===== config.mk =====
export PLATFORM = sky130hd
export DESIGN_NAME = magnitude_sequencer
export DESIGN_NICKNAME = d
export VERILOG_FILES = /design/src/rtl/magnitude_sequencer.sv
export SDC_FILE = /design/constraint.sdc
export NUM_CORES = 1
export LEC_CHECK = 0
export ABC_AREA = 1
export CORE_MARGIN = 10
export CORE_UTILIZATION = 30
export DETAILED_ROUTE_END_ITERATION = 6
export PLACE_DENSITY = 0.86
export SETUP_SLACK_MARGIN = 0.05
export SLEW_MARGIN = 20
export SYNTH_ARGS = -nofsm -noshare
export SYNTH_HDL_FRONTEND = slang
export SYNTH_SLANG_ARGS = --single-unit

===== constraint.sdc =====
create_clock -name clk -period 1.8 [get_ports clk]
set_clock_uncertainty 0.2 [all_clocks]
set_input_delay 0.18 -clock clk [delete_from_list [all_inputs] [get_ports clk]]
set_output_delay 0.18 -clock clk [all_outputs]
set_load 0.005 [all_outputs]

===== src/rtl/magnitude_sequencer.sv =====
// magnitude_sequencer: streams one FFT frame from bin RAM through the magnitude
// approximator into the magnitude buffer, with watchdog and sticky error flags.
module magnitude_sequencer #(
    parameter int DATA_WIDTH = 24,
    parameter int NUM_BINS   = 512,
    parameter int ADDR_WIDTH = 9,
    parameter int WD_LIMIT   = 16
) (
    input  logic                    clk,
    input  logic                    reset,
    input  logic                    i_frame_ready,
    output logic                    o_rd_en,
    output logic [ADDR_WIDTH-1:0]   o_rd_addr,
    input  logic [2*DATA_WIDTH-1:0] i_rd_data,
    output logic                    o_mag_start,
    output logic [2*DATA_WIDTH-1:0] o_mag_complex,
    input  logic [DATA_WIDTH-1:0]   i_mag_magnitude,
    input  logic                    i_mag_valid,
    output logic                    o_wr_en,
    output logic [ADDR_WIDTH-1:0]   o_wr_addr,
    output logic [DATA_WIDTH-1:0]   o_wr_data,
    output logic                    o_busy,
    output logic                    o_done,
    output logic                    o_overrun,
    output logic                    o_error
);
    localparam int WDW = $clog2(WD_LIMIT + 1);
    localparam logic [ADDR_WIDTH-1:0] LAST = ADDR_WIDTH'(NUM_BINS - 1);
    localparam logic [WDW-1:0] WD_LAST = WDW'(WD_LIMIT - 1);

    typedef enum logic [1:0] {IDLE, ISSUE, DRAIN, DONE} state_t;

    state_t                state;
    logic [ADDR_WIDTH-1:0] wr_cnt;
    logic [WDW-1:0]        wd;
    logic                  active;

    // Results are only accepted while a frame is in flight; anything else is a stray.
    assign active        = state == ISSUE || state == DRAIN;
    assign o_wr_en       = i_mag_valid && active;
    assign o_wr_addr     = wr_cnt;
    assign o_wr_data     = o_wr_en ? i_mag_magnitude : '0;
    assign o_mag_complex = i_rd_data;

    always_ff @(posedge clk or negedge reset) begin
        if (!reset) begin
            state       <= IDLE;
            wr_cnt      <= '0;
            wd          <= '0;
            o_rd_en     <= 1'b0;
            o_rd_addr   <= '0;
            o_mag_start <= 1'b0;
            o_busy      <= 1'b0;
            o_done      <= 1'b0;
            o_overrun   <= 1'b0;
            o_error     <= 1'b0;
        end else begin
            o_done      <= 1'b0;
            o_mag_start <= o_rd_en;
            if (o_wr_en)
                wr_cnt <= (wr_cnt == LAST) ? '0 : wr_cnt + ADDR_WIDTH'(1);
            if (i_frame_ready && state != IDLE)
                o_overrun <= 1'b1;
            if (i_mag_valid && !active)
                o_error <= 1'b1;
            case (state)
                IDLE: if (i_frame_ready) begin
                    state     <= ISSUE;
                    o_busy    <= 1'b1;
                    o_rd_en   <= 1'b1;
                    o_rd_addr <= '0;
                    wr_cnt    <= '0;
                    wd        <= '0;
                end
                ISSUE: if (o_rd_addr == LAST) begin
                    state     <= DRAIN;
                    o_rd_en   <= 1'b0;
                    o_rd_addr <= '0;
                end else begin
                    o_rd_addr <= o_rd_addr + ADDR_WIDTH'(1);
                end
                DRAIN: if (o_wr_en && wr_cnt == LAST) begin
                    state  <= DONE;
                    o_done <= 1'b1;
                end else if (i_mag_valid) begin
                    wd <= '0;
                end else if (wd == WD_LAST) begin
                    state   <= DONE;
                    o_done  <= 1'b1;
                    o_error <= 1'b1;
                end else begin
                    wd <= wd + WDW'(1);
                end
                DONE: begin
                    state  <= IDLE;
                    o_busy <= 1'b0;
                end
                default: state <= IDLE;
            endcase
        end
    end
endmodule


==> metrics.md <==
| Metric | Value |
|---|---|
| Drt pass-1 iters | 5 |
| Status | complete, but fails checks |
| CTS tree | yes |
| Synth warn | 0 |
| Clock Power Share | 0.233 |
| Highest-count cells in the layout ignoring fill and taps | 48 x inv_1, 48 x clkdlybuf4s50_1, 42 x nand2_1 |
| Final HPWL DP | roughly 4700 um |
| Final Wtd Congestion | 0.795 |
| Initial DRC Count | 104 |
| Setup slack after layout | -0.0758 ns |
| Req. time, crit path | about 1.4 ns |
| Startpoint types | flop |
| Post-synth design cell area | 2190 um2 |
| WL final | ~7400 um |
| Avg WL per Cell | ~15 um |
| Internal Power | approximately 0.0015 W |
| Vias in the first global route | around 2200 |
| FFs w/ async S/R, synth | 1.00 |
| Final period utilization | 1.04 |
| Core Region | slightly above 7000 um2 |
| Synth Flop Type | dfrtp_1 |
| Hold WS | ~0.097 ns |
| Clock buffer depth | 2 |
| Worst R2R Start | state[1]$_DFFE_PN0P_ |
| LEAKAGE | between 1.5 and 2 nW |
| WL met1 | ~2600 um |
| Top sig layer | met4 |
| Logic gate share of total power | 0.389 |
| Synthesized flop and latch total | 31 |
| Remaining antenna violation count | 0 |
| Post-Syn Instances | slightly above 300 |
| Reg power frac | 0.377 |
| Slew Viols, Final | 0 |
| Worst VDD drop | roughly 0.35 mV |
| Failing checks | negative setup slack |
| Synthesized net count | around 390 |
| Hold crit path type | primary input to async pin |
| Reg2Reg Setup Slack | -0.05 ns |
| Total track usage | 0.116 |
| Initial Utilization | 0.306 |
| Power per cell area | 682 nW/um2 |
| Final hold vios | 0 |
| Max-cap violations | 0 |
| Die X | between 100 and 150 um |
| Slew @ Worst Pin | about 0.46 ns |
| Die area | between 10000 and 15000 um2 |
| Buffers on Ports | 76 |
| Core Util, Final | 0.485 |
| Skew-Pair Late Insertion Delay | approximately 0.29 ns |
| I/O Pins | ~170 |
| Post-synth top area share | 0.353 |
| Die H | 106 um |
| Top area cells in the synthesized netlist | dfrtp_1 35%, buf_4 16%, nand2_1 9.2% |
| FMAX | about 0.53 GHz |
| Final min period | approximately 1.9 ns |
| Switching Fraction | 0.348 |
| Arrival time at the worst endpoint | roughly 1.5 ns |
| Htree depth | 2 |
| ANT cells | 0 |
| First-pass GRT wire length | between 10000 and 15000 um |
| Post-synth EDFFs | 0 |
| Layout cells sized above 1 | 0.396 |
| Met3 WL post-DR | 360 um |
| Filler cell count | between 600 and 700 |
| Post-Syn Area per Cell | about 7.3 um2 |
| Final net count | 469 |
| Final setup fails | 36 |
| Row cnt | 31 |
| Sequential fraction of the synthesis area | 0.353 |
| Detailed-route via count | 2138 |
| Initial antenna violation count | 0 |
| Critical path class | flop to primary output |
| GR Overflow Total | 0 |
| DR WL met2 | about 4300 um |
| Area leader, netlist | dfrtp_1 |
| Psw | 0.000826 W |
| Post-route DRC violation count | 0 |
| Detail-routed via count per cell | ~4.4 |
| Reg-to-Reg End | wd[4]$_DFFE_PN0P_ |
| Largest net degree at the start of global routing | 32 |
| RSZ-0062 raised after global routing | true |
| Num CTS Buffers | 5 |
| Root Driver | clkbuf_8 |
| Worst Path Max Fanout | 5 |
| Worst R2R Path Depth | 11 |
| CP Capture Type | primary output |
| Clock Sinks | 31 |
| Max_slew headroom | 0.692 |
| Worst-path clk slew | ~0.07 ns |
| Area grow syn2layout | 58.6% |
| Cell variety after synth | 30 |
-- worst max-delay path by stage --
stage,start,endpoint,cells past startpoint
2_1_floorplan,o_rd_addr[1]$_DFFE_PN0P_,o_rd_addr[4]$_DFFE_PN0P_,10
3_3_place_gp,state[0]$_DFFE_PN0P_,o_wr_data[3],5
3_5_place_dp,state[1]$_DFFE_PN0P_,o_wr_data[15],5
4_1_cts,state[1]$_DFFE_PN0P_,o_wr_data[14],6
5_1_grt,state[0]$_DFFE_PN0P_,wd[2]$_DFFE_PN0P_,9
6_report,state[1]$_DFFE_PN0P_,o_wr_data[6],6
-- critical path: stages (launching register included) --
cell,delay [ns]
dfrtp_1,0.36
inv_2,0.06
ha_4,0.34
nand2_8,0.08
buf_6,0.16
nor2_1,0.08
buf_2,0.12
-- area by class of cell --
cell class / count / area [um2] / area share
clock inverters: 3 / 20.0 / 0.00575
inverters: 54 / 215 / 0.0618
clock buffers: 5 / 68.8 / 0.0198
multi-input cells: 167 / 1190 / 0.343
repair buffers: 124 / 1080 / 0.312
well taps: 99 / 124 / 0.0356
flip-flops and latches: 31 / 776 / 0.223
-- power by group through the flow --
stage                     clock network [W]  logic, W  registers, W
after floorplan                           0  0.000322      0.000888
after global placement                    0  0.000683      0.000872
after detailed placement                  0  0.000697      0.000875
after CTS                          0.000562  0.000766      0.000877
after global routing               0.000601   0.00100      0.000906
final                              0.000553  0.000924      0.000896
-- synth_stat cells (2+ instances only) --
| master | n |
|---|---|
| nor3_1 | 4 |
| nor2_1 | 48 |
| dfrtp_1 | 31 |
| o21ai_0 | 11 |
| nand3_1 | 10 |
| inv_1 | 52 |
| o21ai_1 | 2 |
| a21oi_1 | 10 |
| ha_1 | 10 |
| buf_4 | 48 |
| nand2_1 | 54 |
| and3_1 | 2 |
| buf_1 | 2 |
| o21bai_1 | 2 |
-- timing repair --
action                                  4_1_cts  5_1_grt
hold buffers                                  0        0
endpoints found under the setup margin       48       49
gates cloned                                  1        0
resized for setup                           157       60
setup buffers                                16        4
pin swaps                                    20       21
-- logic make-up (layout without fill, tap and decap cells) --
group	after synthesis	in the layout	synth area share
simple gates	129	130	0.257
buf+inv	105	186	0.266
flops	31	31	0.353
compound gates	26	26	0.0621
fa+ha+maj	10	10	0.0570
xor+xnor	1	1	0.00399
-- registers in the layout, indices dropped and copies added (netlist names) --
signal / flops
wd: 5
o_rd_addr: 9
state: 2
o_overrun: 1
o_rd_en: 1
o_done: 1
o_busy: 1
o_error: 1
o_wr_addr: 9
o_mag_start: 1
-- through the flow --
stage | cells | TNS, ns | cell area, um2 | setup WS (ns) | total power [W]
after floorplan | 302 | 0 | 2210 | 0.0366 | 0.00121
after global placement | 454 | -3.64 | 2930 | -0.147 | 0.00155
after detailed placement | 454 | -4.71 | 2930 | -0.197 | 0.00157
after CTS | 479 | -1.57 | 3200 | -0.0992 | 0.00221
after global routing | 483 | -4.66 | 3480 | -0.210 | 0.00251
final | 483 | -1.51 | 3480 | -0.0758 | 0.00237
-- routing by layer --
metal | GRT usage | vias up
met5 | 0 | -
met4 | 0.0455 | 0
met3 | 0.0329 | 20
met2 | 0.224 | 56
met1 | 0.114 | 1032
li1 | - | 1030
Power figures use the tool's default switching activity.
